**config.mk**
```make
export PLATFORM = sky130hd
export DESIGN_NAME = dsp_mac_lane_flat
export DESIGN_NICKNAME = d
export VERILOG_FILES = /design/src/rtl/dsp_mac_lane_pkg.sv /design/src/rtl/dsp_mac_lane_if.sv /design/src/rtl/dsp_mac_lane_pipe_reg.sv /design/src/rtl/dsp_mac_lane.sv /design/src/flat_wrapper.sv
export SDC_FILE = /design/constraint.sdc
export NUM_CORES = 2
export LEC_CHECK = 0
export CAP_MARGIN = 20
export CORE_ASPECT_RATIO = 0.5
export CORE_MARGIN = 1.5
export CORE_UTILIZATION = 58
export DETAILED_ROUTE_END_ITERATION = 10
export HOLD_SLACK_MARGIN = 0.05
export PLACE_DENSITY_LB_ADDON = 0.1
export RECOVER_POWER = 25
export REMOVE_ABC_BUFFERS = 1
export SLEW_MARGIN = 20
export SYNTH_ARGS = -nofsm -noshare
export SYNTH_HDL_FRONTEND = slang
export SYNTH_SLANG_ARGS = --single-unit
```
**constraint.sdc**
```tcl
create_clock -name clk -period 11.95 [get_ports clk]
set_input_delay 2.39 -clock clk [delete_from_list [all_inputs] [get_ports clk]]
set_output_delay 2.39 -clock clk [all_outputs]
set_load 0.005 [all_outputs]
```
**src/rtl/dsp_mac_lane_pkg.sv**
```systemverilog
// Shared types and default sizing for the DSP MAC lane used in Montgomery PE columns.
package dsp_mac_lane_pkg;

    localparam int DEF_K       = 17;
    localparam int DEF_L       = 26;
    localparam int DEF_ACC_W   = 48;
    localparam int DEF_LATENCY = 3;
    localparam int DEF_SHIFT   = 17;

    typedef enum logic [1:0] {
        MODE_MUL    = 2'd0,
        MODE_MULADD = 2'd1,
        MODE_PE     = 2'd2,
        MODE_PE_SH  = 2'd3
    } mode_t;

    // Control that travels alongside each beat down the pipeline.
    typedef struct packed {
        mode_t mode;
        logic  first;
        logic  last;
    } beat_tag_t;

endpackage

```
**src/rtl/dsp_mac_lane_if.sv**
```systemverilog
// Beat-in / result-out stream bundle of one MAC lane; master is the column controller.
interface dsp_mac_lane_if
    import dsp_mac_lane_pkg::*;
#(
    parameter int K     = DEF_K,
    parameter int L     = DEF_L,
    parameter int ACC_W = DEF_ACC_W,
    parameter int SHIFT = DEF_SHIFT
);

    logic             in_valid;
    logic             in_ready;
    mode_t            in_mode;
    logic             in_first;
    logic             in_last;
    logic [L-1:0]     in_a;
    logic [K-1:0]     in_b;
    logic [L-1:0]     in_m;
    logic [K-1:0]     in_q;
    logic [ACC_W-1:0] in_c;
    logic             out_valid;
    logic             out_ready;
    logic [ACC_W-1:0] out_s;
    logic [SHIFT-1:0] out_limb;
    logic             out_last;

    modport master (
        output in_valid, in_mode, in_first, in_last, in_a, in_b, in_m, in_q, in_c, out_ready,
        input  in_ready, out_valid, out_s, out_limb, out_last
    );

    modport slave (
        input  in_valid, in_mode, in_first, in_last, in_a, in_b, in_m, in_q, in_c, out_ready,
        output in_ready, out_valid, out_s, out_limb, out_last
    );

endinterface

```
**src/rtl/dsp_mac_lane_pipe_reg.sv**
```systemverilog
// Stall-enabled register slice (data + valid); one instance per pipeline stage.
module dsp_pipe_reg #(
    parameter int W = 1
) (
    input  logic         clk,
    input  logic         rst_n,
    input  logic         en,
    input  logic         in_valid,
    input  logic [W-1:0] in_data,
    output logic         out_valid,
    output logic [W-1:0] out_data
);

    // NOTE: data is reset together with valid so a freshly reset lane never
    // presents stale operands; the slices are plain flops, so this is cheap.
    always_ff @(posedge clk or negedge rst_n) begin
        if (!rst_n) begin
            out_valid <= 1'b0;
            out_data  <= '0;
        end else if (en) begin
            // NOTE: non-blocking so every slice samples its neighbour's pre-edge value.
            out_valid <= in_valid;
            out_data  <= in_data;
        end
    end

endmodule

```
**src/rtl/dsp_mac_lane.sv**
```systemverilog
// Run-time selectable DSP48-style MAC lane: LATENCY-deep stallable pipe ending in a burst accumulator.
module dsp_mac_lane
    import dsp_mac_lane_pkg::*;
#(
    parameter int K       = DEF_K,
    parameter int L       = DEF_L,
    parameter int ACC_W   = DEF_ACC_W,
    parameter int LATENCY = DEF_LATENCY,
    parameter int SHIFT   = DEF_SHIFT
) (
    input logic            clk,
    input logic            rst_n,
    dsp_mac_lane_if.slave  bus
);

    if (LATENCY < 2 || LATENCY > 6) begin : g_latency_check
        $error("dsp_mac_lane: LATENCY must be within 2..6");
    end

    localparam int TAG_W = $bits(beat_tag_t);
    localparam int S1_W  = TAG_W + 2 * L + 2 * K + ACC_W;
    localparam int P_W   = TAG_W + ACC_W;
    localparam int NP    = LATENCY - 1;  // raw-term taps: combinational head plus LATENCY-2 regs

    logic             stall;
    logic             en;
    logic             acc_valid;
    logic             acc_last;
    logic [ACC_W-1:0] acc;
    logic [ACC_W-1:0] acc_next;

    assign stall = acc_valid && !bus.out_ready;
    assign en    = !stall;

    // Stage 1: register operands and tag.
    beat_tag_t        in_tag;
    logic             s1_valid;
    logic [S1_W-1:0]  s1_data;
    beat_tag_t        s1_tag;
    logic [L-1:0]     s1_a;
    logic [L-1:0]     s1_m;
    logic [K-1:0]     s1_b;
    logic [K-1:0]     s1_q;
    logic [ACC_W-1:0] s1_c;

    assign in_tag = '{mode: bus.in_mode, first: bus.in_first, last: bus.in_last};

    dsp_pipe_reg #(.W(S1_W)) u_stage1 (
        .clk       (clk),
        .rst_n     (rst_n),
        .en        (en),
        .in_valid  (bus.in_valid),
        .in_data   ({in_tag, bus.in_a, bus.in_b, bus.in_m, bus.in_q, bus.in_c}),
        .out_valid (s1_valid),
        .out_data  (s1_data)
    );

    assign {s1_tag, s1_a, s1_b, s1_m, s1_q, s1_c} = s1_data;

    // Raw term; the trailing register chain lets synthesis retime the multipliers into DSP stages.
    logic [ACC_W-1:0] ab;
    logic [ACC_W-1:0] mq;
    logic [ACC_W-1:0] p_raw;

    assign ab = ACC_W'(s1_a) * ACC_W'(s1_b);
    assign mq = ACC_W'(s1_m) * ACC_W'(s1_q);

    always_comb begin
        // NOTE: default assignment first keeps this block free of inferred latches.
        p_raw = ab;
        case (s1_tag.mode)
            MODE_MULADD: p_raw = ab + s1_c;
            MODE_PE:     p_raw = ab + mq + s1_c;
            MODE_PE_SH:  p_raw = ab + mq;
            default:     p_raw = ab;
        endcase
    end

    logic [P_W-1:0] p_data [NP];
    logic [NP-1:0]  p_valid;

    assign p_data[0]  = {s1_tag, p_raw};
    assign p_valid[0] = s1_valid;

    for (genvar i = 1; i < NP; i++) begin : g_p_stage
        dsp_pipe_reg #(.W(P_W)) u_stage (
            .clk       (clk),
            .rst_n     (rst_n),
            .en        (en),
            .in_valid  (p_valid[i-1]),
            .in_data   (p_data[i-1]),
            .out_valid (p_valid[i]),
            .out_data  (p_data[i])
        );
    end

    // Accumulator stage.
    beat_tag_t        t_tag;
    logic [ACC_W-1:0] t_p;
    logic             t_valid;

    assign {t_tag, t_p} = p_data[NP-1];
    assign t_valid      = p_valid[NP-1];

    always_comb begin
        acc_next = acc;
        if (t_tag.first)                   acc_next = t_p;
        else if (t_tag.mode == MODE_PE_SH) acc_next = t_p + (acc >> SHIFT);
        else                               acc_next = acc + t_p;
    end

    // acc resets to 0, so the first beat after reset lands as p whatever its first flag says.
    always_ff @(posedge clk or negedge rst_n) begin
        if (!rst_n) begin
            acc_valid <= 1'b0;
            acc_last  <= 1'b0;
            acc       <= '0;
        end else if (en) begin
            acc_valid <= t_valid;
            if (t_valid) begin
                acc      <= acc_next;
                acc_last <= t_tag.last;
            end
        end
    end

    assign bus.in_ready  = !stall;
    assign bus.out_valid = acc_valid;
    assign bus.out_s     = acc;
    assign bus.out_limb  = acc[SHIFT-1:0];
    assign bus.out_last  = acc_last;

endmodule

```
**src/flat_wrapper.sv**
```systemverilog
// flat-port wrapper written by rule: the top's interface ports become plain ports
module dsp_mac_lane_flat import dsp_mac_lane_pkg::*;
#(
    parameter int K       = DEF_K,
    parameter int L       = DEF_L,
    parameter int ACC_W   = DEF_ACC_W,
    parameter int LATENCY = DEF_LATENCY,
    parameter int SHIFT   = DEF_SHIFT
)
  (clk, rst_n, bus_in_valid, bus_in_mode, bus_in_first, bus_in_last, bus_in_a, bus_in_b, bus_in_m, bus_in_q, bus_in_c, bus_out_ready, bus_in_ready, bus_out_valid, bus_out_s, bus_out_limb, bus_out_last);
  dsp_mac_lane_if #(.K(K), .L(L), .ACC_W(ACC_W), .SHIFT(SHIFT)) bus_i ();
  input logic clk;
  input logic rst_n;
  input wire logic [$bits(bus_i.in_valid)-1:0] bus_in_valid;
  input wire logic [$bits(bus_i.in_mode)-1:0] bus_in_mode;
  input wire logic [$bits(bus_i.in_first)-1:0] bus_in_first;
  input wire logic [$bits(bus_i.in_last)-1:0] bus_in_last;
  input wire logic [$bits(bus_i.in_a)-1:0] bus_in_a;
  input wire logic [$bits(bus_i.in_b)-1:0] bus_in_b;
  input wire logic [$bits(bus_i.in_m)-1:0] bus_in_m;
  input wire logic [$bits(bus_i.in_q)-1:0] bus_in_q;
  input wire logic [$bits(bus_i.in_c)-1:0] bus_in_c;
  input wire logic [$bits(bus_i.out_ready)-1:0] bus_out_ready;
  output wire logic [$bits(bus_i.in_ready)-1:0] bus_in_ready;
  output wire logic [$bits(bus_i.out_valid)-1:0] bus_out_valid;
  output wire logic [$bits(bus_i.out_s)-1:0] bus_out_s;
  output wire logic [$bits(bus_i.out_limb)-1:0] bus_out_limb;
  output wire logic [$bits(bus_i.out_last)-1:0] bus_out_last;
  assign bus_i.in_valid = bus_in_valid;
  assign bus_i.in_mode = bus_in_mode;
  assign bus_i.in_first = bus_in_first;
  assign bus_i.in_last = bus_in_last;
  assign bus_i.in_a = bus_in_a;
  assign bus_i.in_b = bus_in_b;
  assign bus_i.in_m = bus_in_m;
  assign bus_i.in_q = bus_in_q;
  assign bus_i.in_c = bus_in_c;
  assign bus_i.out_ready = bus_out_ready;
  assign bus_in_ready = bus_i.in_ready;
  assign bus_out_valid = bus_i.out_valid;
  assign bus_out_s = bus_i.out_s;
  assign bus_out_limb = bus_i.out_limb;
  assign bus_out_last = bus_i.out_last;
  dsp_mac_lane #(.K(K), .L(L), .ACC_W(ACC_W), .LATENCY(LATENCY), .SHIFT(SHIFT)) u_core (.clk(clk), .rst_n(rst_n), .bus(bus_i));
endmodule
```
==> impl_metrics.yaml <==
finish:
  layout.nets: 7104
  n_antenna_cell: 0
  drive_gt1_frac: 0.1448
  finish.utilization: 0.6950
  area_delta_synth_final_pct: 18.17
  fillers: 6311
min_path:
  hold_end: "u_core.g_p_stage[1].u_stage.out_data[48]"
  hp-start: "u_core.g_p_stage[1].u_stage.out_data[48]"
  min_delay_path_depth: 2
  hold_class: "flip-flop to flip-flop"
floorplanning:
  die_y_um: 201.3
  core_um2: 77560
  start_util: 0.5881
  die_area_um2: 80440
  io_pins: 210
  row_count: 72
  die_w_um: 399.6
synthesis:
  muxShareOfSynthArea: 0.01396
  yosys_register_bits: 242
  yosys_most_used_dff: "dfrtp_1"
  synthXorXnorAreaFrac: 0.03130
  yosys.area_share.simple: 0.1818
  yosysTopAreaCell: "fa_1"
  synth_compound_area_frac: 0.1111
  ys_seq_area_frac: 0.1328
  synth.top_cell.area_share: 0.3349
  synth.area.top_cells: "fa_1 33%, dfrtp_1 13%, nand2_1 10%, ha_1 9.0%, inv_1 7.4%"
  synthAdderAreaFrac: 0.4251
  synth_top_family_by_area: "adder cells"
  ys_types: 89
  synth_cells: 5463
  synthArstFlopShare: 1.000
  yosysWarnings: 0
  synth_area_per_cell_um2: 8.350
  synth_edf_count: 0
  synth_area_um2: 45620
critical_path:
  worst-r2r-setup-slack_ns: -0.15
  cpMaxStageDelayCell: "fa_1"
  worst_path_most_repeated_cell: "fa_1"
  critPathMaxFanout: 6
  cp_top_family: "adder cells"
  slowest_delay_ns: 0.57
  r2r_end: "u_core.g_p_stage[1].u_stage.out_data[47]"
  worstPathRequired_ns: 12.51
  worstRegToRegCells: 50
  critPathKind: "flip-flop to flip-flop"
  end_kind: "flip-flop"
  worstPathArrival_ns: 12.66
  r2r-start: "u_core.u_stage1.out_data[96]"
  crit_buf_inv: 12
  critPathLaunchType: "flip-flop"
outcome:
  outcome: "complete, but fails checks"
  violations: "capacitance limit, slew limit, setup timing"
sta:
  finClkSkew_ns: 0.04021
  layout_worst_path_cycle_share: 1.013
  worst_slack_ns: -0.1530
  finalSetupViolCount: 12
  timing.fmax_mhz: 82.62
  worst_pin_slew_ns: 5.150
  report.final.slew_viol_count: 185
  max-slew-margin-rel: -2.433
  period_needed_ns: 12.10
  rsz0062_at_grt: "yes"
  hold_viol: 0
  finalSetupTns_ns: -0.7968
grt:
  grt_pass1_wl_mm: 225.3
  antenna_found_initial: 2
  grt_max_degree: 94
  grt.overflow.total: 0
  grt_util_all_layers: 0.3582
  grt_pass1_vias: 40810
clock_network:
  cts_tree: "built"
  clockBufferDepth: 3
  cts_buffers: 28
  clkTransAtPathRegs_ns: 0.06
  htree_levels: 1
  cts_root_buf: "clkbuf_16"
  clock-sinks: 242
  clkLatencyLatePin_ns: 0.67
routing:
  drt-initial-drc-count: 3594
  antenna_left: 0
  drt-total-wl_mm: 141.6
  dr_total_vias: 39120
  viasPerCell: 5.648
  wl_per_cell_um: 20.45
  post-route-drc-count: 0
  dr.pass1.iters: 8
run:
  cap_violations: 3
placed_design:
  dp_hpwl_mm: 113.8
  io_buffers: 209
  gp_congestion: 1.011
-- Yosys cell counts (all sizes together) (32+ instances only) --
cell type,count
nand2,1251
inv,904
fa,763
ha,329
clkbuf,309
and2,302
dfrtp,242
a21oi,235
o21ai,183
nor2,145
xnor2,95
a21o,94
xor2,68
mux2,45
nand3,45
nand4,37
o21bai,32
-- sequential cells by signal (all words and copies together) (netlist names) --
| name | cells |
|---|---|
| u_core.bus.out_s | 48 |
| u_core.u_stage1.out_data | 138 |
| u_core.u_stage1.out_valid | 1 |
| u_core.g_p_stage.u_stage.out_valid | 1 |
| u_core.bus.out_last | 1 |
| u_core.bus.out_valid | 1 |
| u_core.g_p_stage.u_stage.out_data | 52 |
-- cells by family after synthesis --
kind of cell               after synthesis
and+or+nand+nor                       1888
buffers and inverters                 1243
adders and majority gates             1092
AOI/OAI and AO/OA                      777
DFF                                    242
xor gates and xnor gates               163
muxes                                   58
-- cell usage in the layout (no fill, tap or decap), types with 13 or more instances in the layout --
cell	count
o21bai_1	29
nand2_1	1243
ha_1	295
a31oi_1	14
a21oi_2	34
dfrtp_1	228
o211ai_1	15
and3_1	26
nor2_1	135
clkbuf_16	29
nand4_1	37
a21o_1	94
inv_1	883
mux2_2	45
dfrtp_2	14
a21oi_1	196
clkdlybuf4s50_1	208
mux2i_1	13
a221o_1	20
o21ai_0	143
fa_1	751
nand3_1	43
xor2_1	59
o21ai_2	17
and2_1	295
buf_12	17
o21a_1	27
inv_2	20
ha_4	26
o21ai_1	22
nor3_1	18
xnor2_1	84
nor2b_1	14
buf_4	473
a211oi_1	26
-- per-layer routing --
| layer | vias to the layer above | routed length (um) | global-route usage |
|---|---|---|---|
| li1 | 17740 | - | - |
| met1 | 19630 | 63030 | 0.5257 |
| met2 | 1534 | 62640 | 0.5532 |
| met3 | 215 | 12520 | 0.06592 |
| met4 | 2 | 3410 | 0.07873 |
| met5 | - | 12 | 0 |
-- worst reg2reg max path, delay by kind of cell (launching register included) --
| kind | cells | cell delay (ns) |
|---|---|---|
| compound gates | 10 | 1.76 |
| mux | 1 | 0.16 |
| buf+inv | 12 | 1.18 |
| simple gates | 10 | 1.56 |
| flops | 1 | 0.44 |
| fa+ha+maj | 14 | 6.40 |
| xor+xnor | 3 | 0.50 |
-- worst max-delay path by stage --
| stage | from | endpoint | slack [ns] | depth (start not counted) |
|---|---|---|---|---|
| after global routing | u_core.u_stage1.out_data[96] | u_core.g_p_stage[1].u_stage.out_data[43] | -0.52 | 52 |
| final | u_core.u_stage1.out_data[96] | u_core.g_p_stage[1].u_stage.out_data[47] | -0.15 | 50 |
| after CTS | u_core.u_stage1.out_data[96] | u_core.g_p_stage[1].u_stage.out_data[43] | -0.12 | 54 |
| after global placement | u_core.u_stage1.out_data[97] | u_core.g_p_stage[1].u_stage.out_data[31] | -0.63 | 51 |
| after detailed placement | u_core.u_stage1.out_data[97] | u_core.g_p_stage[1].u_stage.out_data[31] | -0.79 | 53 |
| after floorplan | bus_out_ready | u_core.bus.out_s[47] | -5.62 | 8 |
-- through the flow --
step	instances	instance area [um^2]	hold slack, ns	setup slack, ns
final	6926	53900	0.4747	-0.1530
after global routing	6926	53900	0.4939	-0.5242
after CTS	6897	52860	0.4740	-0.1199
after detailed placement	6819	51260	0.4599	-0.7937
after global placement	6819	51260	0.4491	-0.6340
after floorplan	5124	44270	0.4386	-5.615
-- layout make-up --
type                       count  area (um^2)  share of cell area
clock buffer                  35        757.0             0.01404
sequential                   242         6073              0.1127
timing repair buffer         716         6165              0.1144
inverter                     904         3398             0.06304
clock inverter                15        143.9            0.002669
multi-input combinational   3978        36070              0.6692
tap                         1036         1296             0.02405
-- what timing repair did --
item,CTS,global route
gates resized for setup,108,186
hold buffers,0,0
gates cloned,0,1
setup buffers,29,32
endpoints found under the setup margin,27,28
pin swaps,83,153
Power is not shown: default switching activity piles up to over one toggle a cycle in this logic, so the estimate is an artifact.
